<file path="config.mk">
export PLATFORM = sky130hd
export DESIGN_NAME = ram_arbiter
export DESIGN_NICKNAME = d
export VERILOG_FILES = /design/src/rtl/ram_arb_pkg.sv /design/src/rtl/ram_arbiter_rr_pick2.sv /design/src/rtl/ram_arbiter.sv
export SDC_FILE = /design/constraint.sdc
export NUM_CORES = 1
export LEC_CHECK = 0
export BUFFER_PORTS_ARGS = -buffer_cell sky130_fd_sc_hd__buf_4
export CAP_MARGIN = 20
export CORE_MARGIN = 1.5
export CORE_UTILIZATION = 30
export CTS_BUF_LIST = sky130_fd_sc_hd__clkbuf_4 sky130_fd_sc_hd__clkbuf_8 sky130_fd_sc_hd__clkbuf_16
export DETAILED_ROUTE_END_ITERATION = 8
export PLACE_DENSITY = 0.74
export RECOVER_POWER = 50
export SYNTH_ARGS = -nofsm -noshare
export SYNTH_HDL_FRONTEND = slang
export SYNTH_HIERARCHICAL = 1
export SYNTH_SLANG_ARGS = --single-unit
</file>
<file path="constraint.sdc">
create_clock -name clk -period 1.4 [get_ports clk]
set_clock_uncertainty 0.2 [all_clocks]
set_input_delay 0.14 -clock clk [delete_from_list [all_inputs] [get_ports clk]]
set_output_delay 0.14 -clock clk [all_outputs]
set_load 0.05 [all_outputs]
</file>
<file path="src/rtl/ram_arb_pkg.sv">
// Shared types and constants for the RAM arbiter.
package ram_arb_pkg;
  typedef enum logic {CLEAR, RUN} state_t;

  localparam int REQ_A = 0;
  localparam int REQ_B = 1;

  function automatic int aw_of(input int depth);
    return (depth > 1) ? $clog2(depth) : 1;
  endfunction
endpackage

</file>
<file path="src/rtl/ram_arbiter_rr_pick2.sv">
// Two-way round-robin chooser; `last` is the index of the most recent winner.
module rr_pick2
  import ram_arb_pkg::*;
(
  input  logic [1:0] req,
  input  logic       last,
  output logic [1:0] gnt
);
  always_comb begin
    gnt = req;
    // On contention the side that did not win last time takes the port
    if (&req) gnt = (last == 1'(REQ_B)) ? 2'b01 : 2'b10;
  end
endmodule

</file>
<file path="src/rtl/ram_arbiter.sv">
// Round-robin sharer of one synchronous RAM port between requesters A and B.
// Define RAM_ARB_CLEAR_EN to sweep CLEAR_VALUE through the RAM after reset.
module ram_arbiter
  import ram_arb_pkg::*;
#(
  parameter int             SIZE        = 8,
  parameter int             DEPTH       = 64,
  parameter logic [SIZE-1:0] CLEAR_VALUE = '0,
  localparam int            AW          = aw_of(DEPTH)
) (
  input  logic            clk,
  input  logic            rst_n,
  input  logic            a_req,
  input  logic            a_we,
  input  logic [AW-1:0]   a_addr,
  input  logic [SIZE-1:0] a_wdata,
  input  logic            b_req,
  input  logic            b_we,
  input  logic [AW-1:0]   b_addr,
  input  logic [SIZE-1:0] b_wdata,
  output logic            a_gnt,
  output logic            b_gnt,
  output logic            a_rvalid,
  output logic            b_rvalid,
  output logic [SIZE-1:0] rdata,
  output logic [AW-1:0]   ram_address,
  output logic [SIZE-1:0] ram_write_data,
  output logic            ram_write_en,
  input  logic [SIZE-1:0] ram_read_data,
  output logic            busy
);
  logic          run, sweep, last, rv_a, rv_b;
  logic [1:0]    req, gnt;
  logic [AW-1:0] sweep_addr, addr_q;

`ifdef RAM_ARB_CLEAR_EN
  state_t        state;
  logic [AW-1:0] clr_cnt;

  always_ff @(posedge clk) begin
    if (!rst_n) begin
      state   <= CLEAR;
      clr_cnt <= '0;
    end else if (state == CLEAR) begin
      clr_cnt <= clr_cnt + 1'b1;
      if (clr_cnt == AW'(DEPTH - 1)) state <= RUN;
    end
  end

  assign run        = rst_n && (state == RUN);
  assign sweep      = rst_n && (state == CLEAR);
  assign sweep_addr = clr_cnt;
  assign busy       = !rst_n || (state == CLEAR);
`else
  assign run        = rst_n;
  assign sweep      = 1'b0;
  assign sweep_addr = '0;
  assign busy       = 1'b0;
`endif

  always_comb begin
    req        = '0;
    req[REQ_A] = a_req && run;
    req[REQ_B] = b_req && run;
  end

  rr_pick2 u_pick (
    .req  (req),
    .last (last),
    .gnt  (gnt)
  );

  assign a_gnt = gnt[REQ_A];
  assign b_gnt = gnt[REQ_B];

  // Idle cycles keep the previous address so the RAM address bus stays quiet
  always_comb begin
    ram_address    = addr_q;
    ram_write_data = CLEAR_VALUE;
    ram_write_en   = 1'b0;
    if (sweep) begin
      ram_address  = sweep_addr;
      ram_write_en = 1'b1;
    end else if (gnt[REQ_A]) begin
      ram_address    = a_addr;
      ram_write_data = a_wdata;
      ram_write_en   = a_we;
    end else if (gnt[REQ_B]) begin
      ram_address    = b_addr;
      ram_write_data = b_wdata;
      ram_write_en   = b_we;
    end
  end

  always_ff @(posedge clk) begin
    if (!rst_n) begin
      last   <= 1'(REQ_B);
      rv_a   <= 1'b0;
      rv_b   <= 1'b0;
      addr_q <= '0;
    end else begin
      rv_a   <= gnt[REQ_A] && !a_we;
      rv_b   <= gnt[REQ_B] && !b_we;
      addr_q <= ram_address;
      if (|gnt) last <= gnt[REQ_B];
    end
  end

  // Gating with rst_n drops a read result that lands while reset is held
  assign a_rvalid = rv_a && rst_n;
  assign b_rvalid = rv_b && rst_n;
  assign rdata    = ram_read_data;
endmodule

</file>
# Yosys cells after proc, flatten, opt, wreduce, memory -nomap -nowiden
# Cells that the tools add are included.
[totals]
register_bits = 9
in_bits = 42
out_inout_bits = 28
elab_cells = 22
[classes]
n_mux = 8
reduce_logical = 10
[op_table]
columns = ["operator", "count"]
rows = [
  ["$mux 8", 2],
  ["$mux 6", 2],
  ["$logic_and 1x1->1", 6],
  ["$mux 2", 2],
  ["$logic_not 1->1", 2],
  ["$mux 1", 2],
  ["$reduce_and 2->1", 1],
  ["$reduce_or 2->1", 1],
]

# Longest topological paths before layout
[logic_depth]
ltp_word = 5
ltp_mapped = 6
ltp_nobuf = 4

# Modules after synthesis
# The synthesis kept the hierarchy.
[by_module_without_submodules]
columns = ["module", "n_inst", "cells_per_inst", "area_each_um2", "seq_area_each_um2"]
rows = [
  ["ram_arbiter", 1, 67, 635.6, 180.2],
  ["rr_pick2", 1, 3, 18.8, 0.0],
]

# Worst setup path after synthesis
# OpenSTA, ideal clock, no wires.
[synth_timing]
path_kind = "flip-flop to output port"
from = "reg last"
to = "out ram_address[0]"
arrival_ns = 2.724
t_required_ns = 1.060
slack_ns = -1.664
path_stages_with_launch = 5
n_path_buf = 1
path_cell_list = "dfxtp_1 a21boi_0 buf_6 mux2i_1 a21oi_1"
[synth_between]
elab_chain_len = 4
[synth_lines]
columns = ["element", "line", "rtl"]
rows = [
  ["from (decl)", "ram_arbiter.sv:32", "logic run, sweep, last, rv_a, rv_b;"],
  ["from (signal assigned)", "ram_arbiter.sv:97", "last <= 1'(REQ_B);"],
  ["from (signal assigned)", "ram_arbiter.sv:105", "if (|gnt) last <= gnt[REQ_B];"],
  ["$mux 2 (2 in a row)", "ram_arbiter_rr_pick2.sv:12", "if (&req) gnt = (last == 1'(REQ_B)) ? 2'b01 : 2'b10;"],
  ["named net b_gnt", "ram_arbiter.sv:22", "output logic b_gnt,"],
  ["$mux 6", "ram_arbiter.sv:88", "end else if (gnt[REQ_B]) begin"],
  ["$mux 6", "ram_arbiter.sv:84", "end else if (gnt[REQ_A]) begin"],
  ["to (decl)", "ram_arbiter.sv:26", "output logic [AW-1:0] ram_address,"],
]
# The timed path passes the listed nets, and every way through them passes these cells.

# Final worst setup path
[layout_timing]
from = "reg last"
to = "out ram_address[3]"
[layout_between]
elab_chain_len = 4
[layout_lines]
columns = ["element", "line"]
rows = [
  ["$mux 2 (*) (2 in a row)", "ram_arbiter_rr_pick2.sv:12"],
  ["$mux 6", "ram_arbiter.sv:88"],
  ["$mux 6 (*)", "ram_arbiter.sv:84"],
]
# Mark *: on every way between the ends. The rest lies on a longest branch, timed or not.

==> results.yml <==
placement:
  post-place-ws_ns: -0.703
  hpwlAfterDp_um: 1630
  place_inst: 148
  place.gp.congestion: 0.717
  io_buffers: 52
hold_path:
  hold_path.class: "in2reg"
  hold_depth: 4
die:
  rows: 16
  die-area_um2: 2470
  floorplan.core_area_um2: 2000
  ios: 70
  chipWidth_um: 49.7
  start_util_pct: 32.7
  fp.dieH_um: 49.7
timing:
  postLayoutSetupSlackWorst_ns: -0.502
  min_period_ns: 1.90
  max_freq_mhz: 526
  setup_violations: 25
  hold_violations: 0
  final.period_utilization_pct: 136
  report.final.slew_viol_count: 0
  grt_setup_unrepaired: "true"
route:
  drt_iter0_drc: 11
  drc: 0
  drtPass1Iterations: 4
  routedWlPerCell_um: 17.8
  antenna_left: 0
  drt-vias-per-instance: 4.95
  dr_total_vias: 846
  wirelength_um: 3040
yosys:
  yosysWarningCount: 6
  syn_area_um2: 654
  seq_area_frac_synth_pct: 27.5
  synth_largest_area_cell: "dfxtp_1"
  ys_ff_latch: 9
  synth_cells: 70
  synth_area_leaders: "dfxtp_1, a22o_1, buf_4"
  synth.avg_cell_area_um2: 9.35
  synth_cell_types: 20
  synth_top_cell_area_share_pct: 27.5
  syn-num-nets: 112
pwr:
  leakage_nw: 0.772
  ir_drop_mv: 0.503
  powerDensity_nw_per_um2: 733
clock_network:
  tritoncts: "done"
  h-tree-depth: 1
  cts.clk_slew.worst_paths_ns: 0.08
  cts.sinks: 9
  worst_skew_pair.late_latency_ns: 0.28
  cts.path.max_buffers: 2
  cts_buffers: 3
  root_buffer: "clkbuf_4"
flow_run:
  maxCapViolations: 0
finish:
  layout_common_cells: "buf_4, buf_6, buf_8"
  syn2layout_area_growth_pct: 162
  final_cell_count_no_fill: 171
  finalNetCount: 187
  final_common_cell: "buf_4"
  drive_gt1_share_pct: 85.4
  diodes: 0
setup_path:
  crit_required_ns: 1.06
  r2r_slack_ns: -0.45
  rr_endpoint: "addr_q[0]"
  reg2reg_depth: 9
  r2r_start: "last"
  worst_setup_path_start_kind: "flop"
  crit_path_end_kind: "primary output"
  path_max_fanout: 5
  path_class: "reg2out"
  startpoint: "last"
  critPathCapture: "ram_address[3]"
  crit_arrival_ns: 1.56
outcome:
  failed_checks: "setup timing"
  outcome: "finished, violations left"
global_route:
  grt_pass1_wl_um: 4200
  grt_pass1_vias: 866
  grt_overflow: 0
  grt_use_total_pct: 23.2
  antenna_found_initial: 0
  grt_max_degree: 15
[cells by family after synthesis]
group / count (synthesis) / synth area share [%]
muxes: 6 / 9.18
buffers and inverters: 16 / 18.9
DFF: 9 / 27.5
AOI/OAI and AO/OA: 24 / 29.4
other: 1 / 0.573
and+or+nand+nor: 14 / 14.3
[worst min-delay path by stage]
| stage | start | end |
|---|---|---|
| after global routing | a_addr[1] | addr_q[1] |
| after global placement | ram_read_data[1] | rdata[1] |
| after floorplan | a_we | rv_a |
| final | rst_n | rv_b |
| after detailed placement | ram_read_data[1] | rdata[1] |
| after CTS | rst_n | rv_b |
[cell type report]
cell class | instances | area (µm²)
Clock buffer | 3 | 22.5
Timing Repair Buffer | 83 | 821
Sequential cell | 9 | 184
Inverter | 3 | 18.8
Clock inverter | 1 | 5.00
Tap cell | 27 | 33.8
Multi-Input combinational cell | 45 | 632
Fill cell | 100 | 285
[flip-flops by register name, indices dropped and copies added, names as in the netlist]
| register | flops |
|---|---|
| addr_q | 6 |
| rv_a | 1 |
| last | 1 |
| rv_b | 1 |
[synth_stat cells]
library cell,n
a21boi_1,1
nor2b_4,1
nor2_1,1
buf_4,9
mux2i_1,6
a21boi_0,1
a211oi_2,3
a21oi_1,6
nand2_1,1
nor3_2,1
inv_2,1
a211oi_1,3
nor2b_1,6
a211o_1,1
inv_1,2
dfxtp_1,9
and2_1,4
a22o_1,9
conb_1,1
buf_6,4
[what timing repair did]
action | in CTS | in global routing
endpoints found under the hold margin | 2 | 0
setup endpoints to repair | 25 | 25
setup buffers | 10 | 11
gates resized for setup | 25 | 34
hold buffers | 2 | 0
cloned | 1 | 0
pin swaps | 1 | 6
[stage by stage]
step | total power [mW] | instance area, µm² | hold WS, ns | utilization, % | TNS (ns)
2_1_floorplan | 0.736 | 920 | 0.00972 | - | -7.66
3_3_place_gp | 0.841 | 1300 | 0.0806 | 65.1 | -11.41
3_5_place_dp | 0.850 | 1300 | 0.0806 | 65.1 | -12.46
4_1_cts | 1.15 | 1560 | 0.0354 | 78.1 | -7.94
5_1_grt | 1.29 | 1720 | 0.0613 | 85.8 | -9.95
6_report | 1.26 | 1720 | 0.0402 | 85.8 | -9.11
[routing by layer]
metal | share of wire, % | global-route usage [%] | wire [µm]
met1 | 35 | 22.5 | 1070
met2 | 56 | 43.8 | 1690
met5 | 0 | 0 | 0
met4 | 3.9 | 14.4 | 120
met3 | 5.2 | 4.85 | 158
[worst max-delay path: stages (launching register included)]
cell and delay (ns):
dfxtp_4 0.37, a21boi_4 0.23, buf_12 0.18, mux2i_4 0.27
a21oi_4 0.08, buf_6 0.15
[where the power goes]
group | internal [mW] | switching, mW
combinational | 0.387 | 0.357
sequential | 0.273 | 0.0157
clock | 0.106 | 0.119
Note: power is estimated with default switching activity, not from simulation.
